## config.mk

```make
export PLATFORM = sky130hd
export DESIGN_NAME = gen_ce_multi
export DESIGN_NICKNAME = d
export VERILOG_FILES = /design/src/rtl/gen_ce_multi.sv
export SDC_FILE = /design/constraint.sdc
export NUM_CORES = 1
export LEC_CHECK = 0
export BUFFER_PORTS_ARGS = -buffer_cell sky130_fd_sc_hd__buf_2
export CORE_ASPECT_RATIO = 0.6
export CORE_MARGIN = 2
export CORE_UTILIZATION = 55
export CTS_CLUSTER_DIAMETER = 200
export DETAILED_ROUTE_END_ITERATION = 7
export PLACE_DENSITY = 0.75
export SYNTH_ARGS = -nofsm -noshare
export SYNTH_HDL_FRONTEND = slang
export SYNTH_SLANG_ARGS = --single-unit
```

## constraint.sdc

```tcl
create_clock -name clk -period 3.2 [get_ports clk]
set_input_delay 0.64 -clock clk [delete_from_list [all_inputs] [get_ports clk]]
set_output_delay 0.64 -clock clk [all_outputs]
set_load 0.005 [all_outputs]
```

## src/rtl/gen_ce_multi.sv

```systemverilog
// gen_ce_multi: shared prescaler base tick feeding NCH loadable clock-enable dividers
module gen_ce_multi #(
    parameter int TCLK  = 20,
    parameter int TBASE = 100000,
    parameter int PSW   = 19,
    parameter int NCH   = 4,
    parameter int CHW   = 2,
    parameter int CW    = 16
) (
    input  logic           clk,
    input  logic           rst,
    input  logic           en,
    input  logic           sync,
    input  logic           wr,
    input  logic [CHW-1:0] wr_ch,
    input  logic [CW-1:0]  wr_div,
    input  logic           wr_oneshot,
    input  logic [NCH-1:0] stop,
    output logic           ce_base,
    output logic [NCH-1:0] ce,
    output logic [NCH-1:0] active
);
    localparam int PDIV = TBASE / TCLK;
    logic [PSW-1:0] ps;
    logic [CW-1:0]  div [NCH];
    logic [CW-1:0]  cnt [NCH];
    logic [NCH-1:0] oneshot, run, fire;
    logic           tick;
    // sync suppresses the tick so no channel advances in the realign cycle
    assign tick    = en & ~sync & (ps == PSW'(PDIV - 1));
    assign ce_base = tick;
    assign active  = run;
    always_comb begin
        fire = '0;
        for (int i = 0; i < NCH; i++)
            fire[i] = tick & run[i] & (div[i] != '0) & (cnt[i] == div[i] - 1'b1);
    end
    always_ff @(posedge clk) begin
        if (rst || !en || sync)
            ps <= '0;
        else
            ps <= (ps == PSW'(PDIV - 1)) ? '0 : ps + 1'b1;
    end
    always_ff @(posedge clk) begin
        for (int i = 0; i < NCH; i++) begin
            if (rst) begin
                div[i]     <= '0;
                cnt[i]     <= '0;
                oneshot[i] <= 1'b0;
                run[i]     <= 1'b0;
                ce[i]      <= 1'b0;
            end else begin
                ce[i] <= 1'b0;
                if (wr && wr_ch == CHW'(i)) begin
                    div[i]     <= wr_div;
                    oneshot[i] <= wr_oneshot;
                    cnt[i]     <= '0;
                    run[i]     <= 1'b1;
                end else if (stop[i]) begin
                    run[i] <= 1'b0;
                    cnt[i] <= '0;
                end else if (sync) begin
                    cnt[i] <= '0;
                end else if (tick && run[i] && div[i] != '0) begin
                    ce[i]  <= fire[i];
                    cnt[i] <= fire[i] ? '0 : cnt[i] + 1'b1;
                    if (fire[i] && oneshot[i])
                        run[i] <= 1'b0;
                end
            end
        end
    end
endmodule

```

==> summary.txt <==
Global route
  – Total routing resource utilization after global routing: 0.252
  – Initial antenna violation count: 1
  – Pin count of the biggest net entering global routing: 20
  – Total congestion overflow: 0
  – Global-route wire length before repair: 36600 microns
  – Vias in the first global route: 6839

STA
  – Clock Skews: 0.00900 ns
  – Fin Hold WS: 0.469 ns
  – Final Max Slew Viols: 0
  – Final critical delay including setup and external delays: 3.13 ns
  – Setup repair after global routing missed its margin: true
  – Max-slew headroom at the worst pin: 0.504
  – Share of the cycle needed by the critical path after routing: 0.978
  – Final hold vios: 0
  – Timing-limited maximum frequency: 320 MHz
  – Worst Tran Pin Value: 0.737 ns
  – Post-route setup TNS: 0 ns
  – Final Setup Violations: 0

CTS
  – Total clock buffers created by CTS: 17
  – CTS tree: yes
  – Clock insertion delay at the later pin of the skew report: 0.43 ns
  – Clock root buffer: sky130_fd_sc_hd__clkbuf_16
  – Clock sink count: 159
  – Hold Buf Count CTS: 0
  – Clock transition at the registers of the reported paths: 0.07 ns
  – Maximum count of clock buffers along a single path: 2
  – Level count of the clock H-tree: 4

Route
  – Vias/cell: 6.03
  – Detailed Route WL: 23000 microns
  – Number of vias in the routed layout: 7658
  – Residual DRC count: 0
  – Count of TritonRoute iterations in the first routing pass: 5
  – Routed Antenna Nets: 0
  – Per-cell routed wire length: 18.1 microns
  – Violation count after the first detailed-route iteration: 739

Critical path
  – Worst Setup Path Type: register to register
  – Nature of the critical path endpoint: register
  – Number of cell instances on the worst register-to-register path: 8
  – Maximum fanout along the worst path: 3
  – Endpoint arrival time on the critical path: 3.45 ns
  – Required time of the worst setup path: 3.53 ns
  – Worst setup SP type: register

Yosys
  – Most used flip-flop cell after synthesis: sky130_fd_sc_hd__edfxtp_1
  – Ranking of synthesized cells by area: sky130_fd_sc_hd__edfxtp_1, sky130_fd_sc_hd__xnor2_1, sky130_fd_sc_hd__dfxtp_1, sky130_fd_sc_hd__xor2_1, sky130_fd_sc_hd__and2_1
  – Share of the synthesized area in the top cell type: 0.400
  – Dominant cell type by area after synthesis: sky130_fd_sc_hd__edfxtp_1
  – Synth Net Count: 1004
  – Combined area of all synthesized cells: 9600 sq um
  – Mean Syn Cell Area: 9.93 sq um
  – Gate Count Post-Synth: 967
  – Warnings, synthesis: 0
  – Proportion of synthesized chip area in sequential cells: 0.465
  – Total of flip-flops plus latches after synthesis: 159
  – Proportion of register bits with asynchronous set or reset after synthesis: 0
  – Yosys cell types: 76
  – Number of enable-type register cells in the synthesized netlist: 128

Power and ir drop
  – Static leakage power: 3.75 nW
  – Total power: 0.00500 W
  – Peak supply drop: 0.406 mV
  – Power per standard cell area: 460 nW/um^2

Cells and area
  – Proportion of layout cells with a drive suffix above 1: 0.129
  – Diodes inserted: 0
  – NumNets Final: 1061
  – Final instance area: 10900 sq um
  – Utilization of the core after routing: 0.634
  – Most used cells in the layout excluding fill and tap cells: sky130_fd_sc_hd__edfxtp_1, sky130_fd_sc_hd__nor2_1, sky130_fd_sc_hd__xnor2_1, sky130_fd_sc_hd__xor2_1, sky130_fd_sc_hd__and2_1
  – Commonest non-fill, non-tap cell in the layout: sky130_fd_sc_hd__edfxtp_1
  – Synth-to-layout area growth: 13.1%

Run
  – Number of max-cap violations: 0

Floorplan
  – Height of the chip: 106 microns
  – Area of the core: 17100 sq um
  – Row count: 37
  – Die area: 18600 sq um
  – X dimension of the die: 175 microns
  – I/O pin count: 37
  – Effective utilization at floorplan: 0.561

Place
  – Weighted congestion reported at the end of routability-driven placement: 0.948
  – Cell area after placement: 10300 sq um
  – Number of port buffers: 36
  – Dpl hpwl: 16600 microns

Hold path
  – Hold Path Cell Cnt: 1
  – Worst hold-check path type: register to register

Run status
  – Outcome: finished, final reports clean
final timing paths:
check | from | to | slack [ns]
max | div[1][1] | active[1] | 0.07
min reg2reg | ps[0] | ps[0] | 0.47
max reg2reg | div[1][1] | active[1] | 0.07
min | ps[0] | ps[0] | 0.47
per-stage QoR:
| stage | setup slack [ns] | instances |
|---|---|---|
| 6_report | 0.0714 | 1271 |
| 5_1_grt | -0.0358 | 1271 |
| 4_1_cts | 0.0314 | 1269 |
| 3_5_place_dp | 0.0899 | 1237 |
| 3_3_place_gp | 0.166 | 1237 |
| 2_1_floorplan | 0.0680 | 967 |
cells by family after synthesis:
kind of cell | Yosys count | synth area share
AO/OA/AOI/OAI | 94 | 0.0715
AND/OR/NAND/NOR | 488 | 0.284
buffers and inverters | 68 | 0.0294
multiplexers | 6 | 0.00638
adder cells (fa/ha/maj) | 9 | 0.0117
flip-flops | 159 | 0.465
XOR/XNOR | 143 | 0.132
routing by layer:
layer,track usage,vias up,share of wire
met5,0,-,0
met4,0.0655,0,0.011
met3,0.0540,26,0.079
met2,0.350,257,0.41
met1,0.396,3708,0.50
li1,-,3667,-
Yosys cell counts (7+ instances only):
| cell | number |
|---|---|
| sky130_fd_sc_hd__or2_2 | 7 |
| sky130_fd_sc_hd__nor3_1 | 30 |
| sky130_fd_sc_hd__o21ai_0 | 18 |
| sky130_fd_sc_hd__clkbuf_1 | 29 |
| sky130_fd_sc_hd__or4_1 | 13 |
| sky130_fd_sc_hd__nand4_1 | 19 |
| sky130_fd_sc_hd__dfxtp_1 | 31 |
| sky130_fd_sc_hd__nor4_1 | 60 |
| sky130_fd_sc_hd__nor4b_1 | 7 |
| sky130_fd_sc_hd__xor2_1 | 69 |
| sky130_fd_sc_hd__inv_1 | 26 |
| sky130_fd_sc_hd__edfxtp_1 | 128 |
| sky130_fd_sc_hd__xnor2_1 | 73 |
| sky130_fd_sc_hd__nand3_1 | 46 |
| sky130_fd_sc_hd__nand2b_1 | 18 |
| sky130_fd_sc_hd__a21oi_1 | 12 |
| sky130_fd_sc_hd__and2_1 | 66 |
| sky130_fd_sc_hd__or3_1 | 10 |
| sky130_fd_sc_hd__nor2_1 | 96 |
| sky130_fd_sc_hd__ha_1 | 9 |
| sky130_fd_sc_hd__and3_1 | 20 |
| sky130_fd_sc_hd__o211ai_1 | 8 |
| sky130_fd_sc_hd__nand2_1 | 54 |
layout make-up:
class                   instances  area [sq um]
clock buffers                  20           437
clock inverters                12           136
fillers                      1407          6260
inverters                      26          97.6
multi-input cells             740          4870
flip-flops and latches        159          4460
well taps                     234           293
repair buffers                 80           564
state kept, by name, indices dropped and copies added, names as in the netlist:
register and cells:
cnt 64, div 64, ps 19, active 4, ce 4, oneshot 4
report_power, final:
part | switching (W) | internal, W | total [W] | leakage, nW
Sequential | 0.000138 | 0.00233 | 0.00247 | 1.63
Combinational | 0.000287 | 0.000224 | 0.000511 | 1.85
Clock | 0.000863 | 0.00115 | 0.00202 | 0.271
Total | 0.00129 | 0.00371 | 0.00500 | 3.75
worst max-delay path, stage by stage, from the launching register on:
cell and delay, ns:
sky130_fd_sc_hd__edfxtp_1 0.41, sky130_fd_sc_hd__inv_1 0.08, sky130_fd_sc_hd__ha_1 0.20, sky130_fd_sc_hd__or4b_1 0.48, sky130_fd_sc_hd__or4_1 0.49, sky130_fd_sc_hd__a211o_1 0.33
sky130_fd_sc_hd__a2111oi_4 0.32, sky130_fd_sc_hd__or4b_1 0.48, sky130_fd_sc_hd__a31o_1 0.23
repair_timing:
item,in CTS,in global routing
resized for setup,0,6
setup buffers,0,2
endpoints found under the setup margin,0,57
Note: power is estimated with default switching activity, not from simulation.
